**src/rtl/spi_mem_arbiter_pkg.sv**
```systemverilog
// rtl/spi_mem_arbiter_pkg.sv - shared types for the SPI memory arbiter and controller
package spi_mem_arbiter_pkg;

  // Access type presented to the SPI flash/PSRAM controller
  typedef enum logic [1:0] {
    TYPE_IMEM_READ  = 2'd0,
    TYPE_DMEM_READ  = 2'd1,
    TYPE_DMEM_WRITE = 2'd2
  } mem_type_t;

  // Arbiter sequencing states
  typedef enum logic [2:0] {
    IDLE      = 3'd0,
    ISSUE     = 3'd1,
    WAIT_BUSY = 3'd2,
    WAIT_DONE = 3'd3,
    RESP      = 3'd4
  } arb_state_t;

  // Which requester owns the current transaction
  typedef enum logic {
    GRANT_IMEM = 1'b0,
    GRANT_DMEM = 1'b1
  } grant_t;

  // Controller access type for a data-port request
  function automatic mem_type_t dmem_type(input logic we);
    return we ? TYPE_DMEM_WRITE : TYPE_DMEM_READ;
  endfunction

endpackage

```
**src/rtl/spi_mem_arbiter.sv**
```systemverilog
// rtl/spi_mem_arbiter.sv - round-robin IMEM/DMEM arbiter in front of the SPI controller; optional fetch buffer under SPI_ARB_FETCH_BUF_EN
module spi_mem_arbiter
  import spi_mem_arbiter_pkg::*;
#(
  parameter int ADDR_W = 16
) (
  input  logic              clk_in,
  input  logic              reset_in,
  input  logic              imem_req_in,
  input  logic [ADDR_W-1:0] imem_addr_in,
  output logic [15:0]       imem_data_out,
  output logic              imem_ack_out,
  input  logic              dmem_req_in,
  input  logic              dmem_we_in,
  input  logic [ADDR_W-1:0] dmem_addr_in,
  input  logic [7:0]        dmem_wdata_in,
  output logic [7:0]        dmem_rdata_out,
  output logic              dmem_ack_out,
  output logic [ADDR_W-1:0] ctrl_addr_out,
  output logic              ctrl_addr_valid_out,
  output mem_type_t         ctrl_mem_type_out,
  output logic [7:0]        ctrl_wdata_out,
  input  logic [15:0]       ctrl_flash_data_in,
  input  logic              ctrl_flash_valid_in,
  input  logic [7:0]        ctrl_psram_data_in,
  input  logic              ctrl_psram_valid_in,
  input  logic              ctrl_busy_in
);

  arb_state_t  state;
  grant_t      grant;
  grant_t      last_grant;
  grant_t      pick;
  logic        pick_valid;
  logic [15:0] result;
  logic [15:0] result_next;
  logic        buf_hit;
  logic        fetch_done;

  // Choose the requester to serve next; on a tie the port not served last wins
  always_comb begin
    pick_valid = imem_req_in | dmem_req_in;
    pick       = GRANT_DMEM;
    if (imem_req_in && dmem_req_in) begin
      pick = (last_grant == GRANT_DMEM) ? GRANT_IMEM : GRANT_DMEM;
    end else if (imem_req_in) begin
      pick = GRANT_IMEM;
    end
  end

  // Merge this cycle's controller data into the result register value
  always_comb begin
    result_next = result;
    if (ctrl_flash_valid_in) begin
      result_next = ctrl_flash_data_in;
    end
    if (ctrl_psram_valid_in) begin
      result_next[7:0] = ctrl_psram_data_in;
    end
  end

  assign fetch_done = (state == WAIT_DONE) && !ctrl_busy_in && (grant == GRANT_IMEM);

`ifdef SPI_ARB_FETCH_BUF_EN
  logic [ADDR_W-1:0] tag;
  logic              tag_valid;

  // imem_data_out always holds the word of the last completed flash fetch,
  // so it doubles as the buffer's data and only the address tag is kept here.
  assign buf_hit = tag_valid && (pick == GRANT_IMEM) && (imem_addr_in == tag);

  // Remember the address of the most recent completed flash fetch
  always_ff @(posedge clk_in or negedge reset_in) begin
    if (!reset_in) begin
      tag       <= '0;
      tag_valid <= 1'b0;
    end else if (fetch_done) begin
      tag       <= ctrl_addr_out;
      tag_valid <= 1'b1;
    end
  end
`else
  assign buf_hit = 1'b0;
`endif

  // Transaction sequencer with registered controller and port outputs
  always_ff @(posedge clk_in or negedge reset_in) begin
    if (!reset_in) begin
      state               <= IDLE;
      grant               <= GRANT_IMEM;
      last_grant          <= GRANT_DMEM;
      result              <= '0;
      imem_data_out       <= '0;
      imem_ack_out        <= 1'b0;
      dmem_rdata_out      <= '0;
      dmem_ack_out        <= 1'b0;
      ctrl_addr_out       <= '0;
      ctrl_addr_valid_out <= 1'b0;
      ctrl_mem_type_out   <= TYPE_IMEM_READ;
      ctrl_wdata_out      <= '0;
    end else begin
      ctrl_addr_valid_out <= 1'b0;
      imem_ack_out        <= 1'b0;
      dmem_ack_out        <= 1'b0;
      case (state)
        IDLE: begin
          if (pick_valid) begin
            grant      <= pick;
            last_grant <= pick;
            if (buf_hit) begin
              // Repeat fetch of the buffered address: answer without SPI traffic
              imem_ack_out <= 1'b1;
              state        <= RESP;
            end else begin
              ctrl_addr_out       <= (pick == GRANT_IMEM) ? imem_addr_in : dmem_addr_in;
              ctrl_mem_type_out   <= (pick == GRANT_IMEM) ? TYPE_IMEM_READ : dmem_type(dmem_we_in);
              ctrl_wdata_out      <= dmem_wdata_in;
              ctrl_addr_valid_out <= 1'b1;
              state               <= ISSUE;
            end
          end
        end
        ISSUE: begin
          state <= WAIT_BUSY;
        end
        WAIT_BUSY: begin
          result <= result_next;
          if (ctrl_busy_in) begin
            state <= WAIT_DONE;
          end
        end
        WAIT_DONE: begin
          result <= result_next;
          if (!ctrl_busy_in) begin
            state <= RESP;
            if (grant == GRANT_IMEM) begin
              imem_ack_out  <= 1'b1;
              imem_data_out <= result_next;
            end else begin
              dmem_ack_out <= 1'b1;
              if (ctrl_mem_type_out == TYPE_DMEM_READ) begin
                dmem_rdata_out <= result_next[7:0];
              end
            end
          end
        end
        RESP: begin
          // Requests are deliberately not sampled here
          state <= IDLE;
        end
        default: begin
          state <= IDLE;
        end
      endcase
    end
  end

endmodule

```
**config.mk**
```make
export PLATFORM = sky130hd
export DESIGN_NAME = spi_mem_arbiter
export DESIGN_NICKNAME = d
export VERILOG_FILES = /design/src/rtl/spi_mem_arbiter_pkg.sv /design/src/rtl/spi_mem_arbiter.sv
export SDC_FILE = /design/constraint.sdc
export NUM_CORES = 1
export LEC_CHECK = 0
export CORE_UTILIZATION = 48
export DETAILED_ROUTE_END_ITERATION = 10
export GPL_TIMING_DRIVEN = 0
export PLACE_DENSITY = 0.83
export SLEW_MARGIN = 20
export SYNTH_ARGS = -nofsm -noshare
export SYNTH_HDL_FRONTEND = slang
export SYNTH_SLANG_ARGS = --single-unit
```
**constraint.sdc**
```tcl
create_clock -name clk_in -period 2.9 [get_ports clk_in]
set_input_delay 0.435 -clock clk_in [delete_from_list [all_inputs] [get_ports clk_in]]
set_output_delay 0.435 -clock clk_in [all_outputs]
set_load 0.01 [all_outputs]
```
==> results.py <==
metrics = {
    "pwr": {
        "total_leakage_power_nw": 2.08,
        "p_per_area_nw_per_um2": 965,
        "vdd_ir_drop_max_v": 0.000466,
        "power.total_mw": 4.80,
    },
    "synthesis": {
        "syn-cell-area_um2": 3360,
        "synth_cells": 261,
        "syn_avg_cell_area_um2": 12.9,
        "synth-edff-count": 0,
        "synth_top_flop_cell": "sky130_fd_sc_hd__dfrtp_1",
        "synth_cell_type_count": 27,
        "synth_warnings": 0,
        "async_flop_share_pct": 100,
        "synth_nets": 333,
        "synth_seq_area_share_pct": 55.1,
        "ff_latch_count_synth": 74,
    },
    "timing": {
        "period_minus_slack_ps": 1790,
        "slew_headroom_pct": 68.9,
        "report.final.slew_viol_count": 0,
        "finalSetupViolCount": 0,
        "timing.setup.tns_ps": 0,
        "holdWs_ps": 471,
        "least_margin_pin_slew_ps": 466,
        "maxClockFrequency_mhz": 558,
        "min_period_over_period_pct": 61.7,
        "fin_skew_ps": 8.69,
        "rsz0062_at_grt": "false",
        "final_critical_path_setup_slack_ps": 1110,
        "final_hold_viol_count": 0,
    },
    "floorplan": {
        "core_area_um2": 6790,
        "ios": 125,
        "die-height_um": 85.7,
        "num_rows": 30,
        "fp.dieW_um": 85.7,
        "die_area_um2": 7350,
        "floorplan.initialDensity_pct": 49.5,
    },
    "run_status": {
        "outcome": "completed",
    },
    "clock_network": {
        "cts_made_buffers": 9,
        "path_clk_slew_ps": 80,
        "clkLatencyLatePin_ps": 340,
        "cts_htree_levels": 3,
        "cts-root-buf": "sky130_fd_sc_hd__clkbuf_8",
        "cts_tree": "built",
        "post_cts_buffers": 0,
        "tritoncts_num_sinks": 74,
        "cts-resized-gates": 0,
        "cts_buffer_depth": 2,
        "holdBufCountCts": 1,
    },
    "global_routing": {
        "pin_count_of_the_biggest_net_entering_global_routing": 53,
        "grt_first_pass_wirelength_mm": 12.4,
        "antenna_violations_before_repair": 0,
        "gr-usage-all-layers_pct": 21.9,
        "grt_overflow": 0,
        "first_global_vias": 2610,
    },
    "min_path": {
        "hold_path_class": "in -> reg",
    },
    "placement": {
        "post-dp-hpwl_mm": 5.44,
        "globalplace.congestion": 0.796,
        "dp_worst_setup_slack_ps": 751,
        "placement.io_buffers": 122,
        "numPlacedInstances": 480,
    },
    "critical_path": {
        "critPathArrivalTime_ps": 2010,
        "crit_path_end_kind": "flop",
        "critical_path_required_ps": 3120,
        "r2r_slack_ps": 1230,
        "critical_path.max_fanout": 10,
        "crit_type": "in -> reg",
        "critical_path.startpoint_type": "primary input",
    },
    "detailed_routing": {
        "postRouteWirelength_mm": 7.64,
        "ant_nets": 0,
        "drt_pre_antenna_iters": 4,
        "detailedRoute.firstIterationViolations": 105,
        "drt-vias-per-instance": 5.24,
        "routed_wire_length_per_instance_um": 15.4,
        "detail_route.drc_violations": 0,
        "via_count": 2602,
    },
    "layout": {
        "antenna-diode-count": 0,
        "num-fill-cells": 493,
        "drive_gt1_share_pct": 23.7,
        "fin_nets": 468,
        "areaGrowthSynthToFinish_pct": 47.7,
        "final-instance-count-excl-fill": 497,
    },
    "run": {
        "drv_cap": 0,
    },
}
==> worst paths after layout <==
check,to,depth (start not counted),start
max reg2reg,ctrl_wdata_out[0],5,state[1]
min reg2reg,result[0],1,result[0]
min in group asynchronous,result[11],2,reset_in
max in group asynchronous,last_grant,3,reset_in
max,imem_data_out[4],6,ctrl_busy_in
min,ctrl_addr_out[0],3,imem_req_in
==> synthesized netlist by cell type, types with 4 or more instances <==
cell type / count / area share [%]
sky130_fd_sc_hd__mux2i_1: 9 / 2.7
sky130_fd_sc_hd__mux2_4: 9 / 4.0
sky130_fd_sc_hd__a31oi_1: 16 / 3.0
sky130_fd_sc_hd__o21ai_0: 25 / 3.7
sky130_fd_sc_hd__a21oi_1: 16 / 2.4
sky130_fd_sc_hd__buf_2: 5 / 0.74
sky130_fd_sc_hd__buf_4: 4 / 0.89
sky130_fd_sc_hd__nand3b_1: 18 / 4.0
sky130_fd_sc_hd__dfrtp_1: 73 / 54
sky130_fd_sc_hd__clkbuf_1: 7 / 0.78
sky130_fd_sc_hd__mux2_2: 49 / 16
sky130_fd_sc_hd__nand2_1: 8 / 0.89
==> routing by layer <==
metal | vias up | wire (µm) | global-route usage (%)
met5 | - | 0 | 0
met4 | 0 | 76 | 8.48
met3 | 6 | 555 | 6.26
met2 | 96 | 3740 | 35.6
met1 | 1285 | 3270 | 27.7
li1 | 1215 | - | -
==> sequential cells by signal, indices dropped and copies added (netlist names) <==
signal and cells:
ctrl_addr_out 16, imem_data_out 16, result 16, ctrl_wdata_out 8, dmem_rdata_out 8, state 3, ctrl_mem_type_out 2, ctrl_addr_valid_out 1
dmem_ack_out 1, grant 1, imem_ack_out 1, last_grant 1
==> layout by cell type (no fill, tap or decap), drive strengths merged <==
cell and instances:
a21boi 2, a21oi 16, a31o 2, a31oi 16, and2 2, and4bb 1, buf 14, bufinv 2
clkbuf 19, clkdlybuf4s50 121, clkinv 2, dfrtp 73, dfstp 1, dlygate4sd3 1, inv 2, mux2 58
mux2i 9, nand2 8, nand2b 2, nand3b 18, nand4b 1, nor2 3, nor2b 2, o21ai 25
o21ba 1
==> cell type report <==
type | count | area [µm²] | share of cell area [%]
clock buffers | 12 | 155 | 3.12
repair buffers | 124 | 1260 | 25.3
inverters | 2 | 7.51 | 0.151
flip-flops and latches | 74 | 1850 | 37.3
multi-input cells | 166 | 1380 | 27.8
clock inverters | 4 | 73.8 | 1.49
well taps | 96 | 120 | 2.42
plain buffers | 19 | 124 | 2.49
==> cell families after synthesis <==
| group | count (synthesis) | share of synthesized area [%] |
|---|---|---|
| AO/OA/AOI/OAI | 62 | 10.3 |
| buffers and inverters | 21 | 3.90 |
| flip-flops | 74 | 55.1 |
| multiplexers | 67 | 23.1 |
| AND/OR/NAND/NOR | 37 | 7.59 |
==> report_power, final <==
group	switching [mW]	total, mW	internal [mW]
Clock	0.376	0.908	0.532
Sequential	0.270	1.79	1.52
Combinational	0.814	2.10	1.28
==> worst max-delay path, cell delays in order <==
cell	delay [ps]
sky130_fd_sc_hd__clkdlybuf4s50_1	440
sky130_fd_sc_hd__and4bb_4	380
sky130_fd_sc_hd__nor2b_4	140
sky130_fd_sc_hd__buf_6	150
sky130_fd_sc_hd__buf_12	150
sky130_fd_sc_hd__mux2_4	300
==> through the flow <==
step                area (µm²)  util, %
global route              4970     73.1
CTS                       4970     73.1
detailed placement        4730     69.6
finish                    4970     73.1
floorplan                 3360        -
global placement          4710     69.3
No activity file was read; power rests on OpenSTA's default activity.
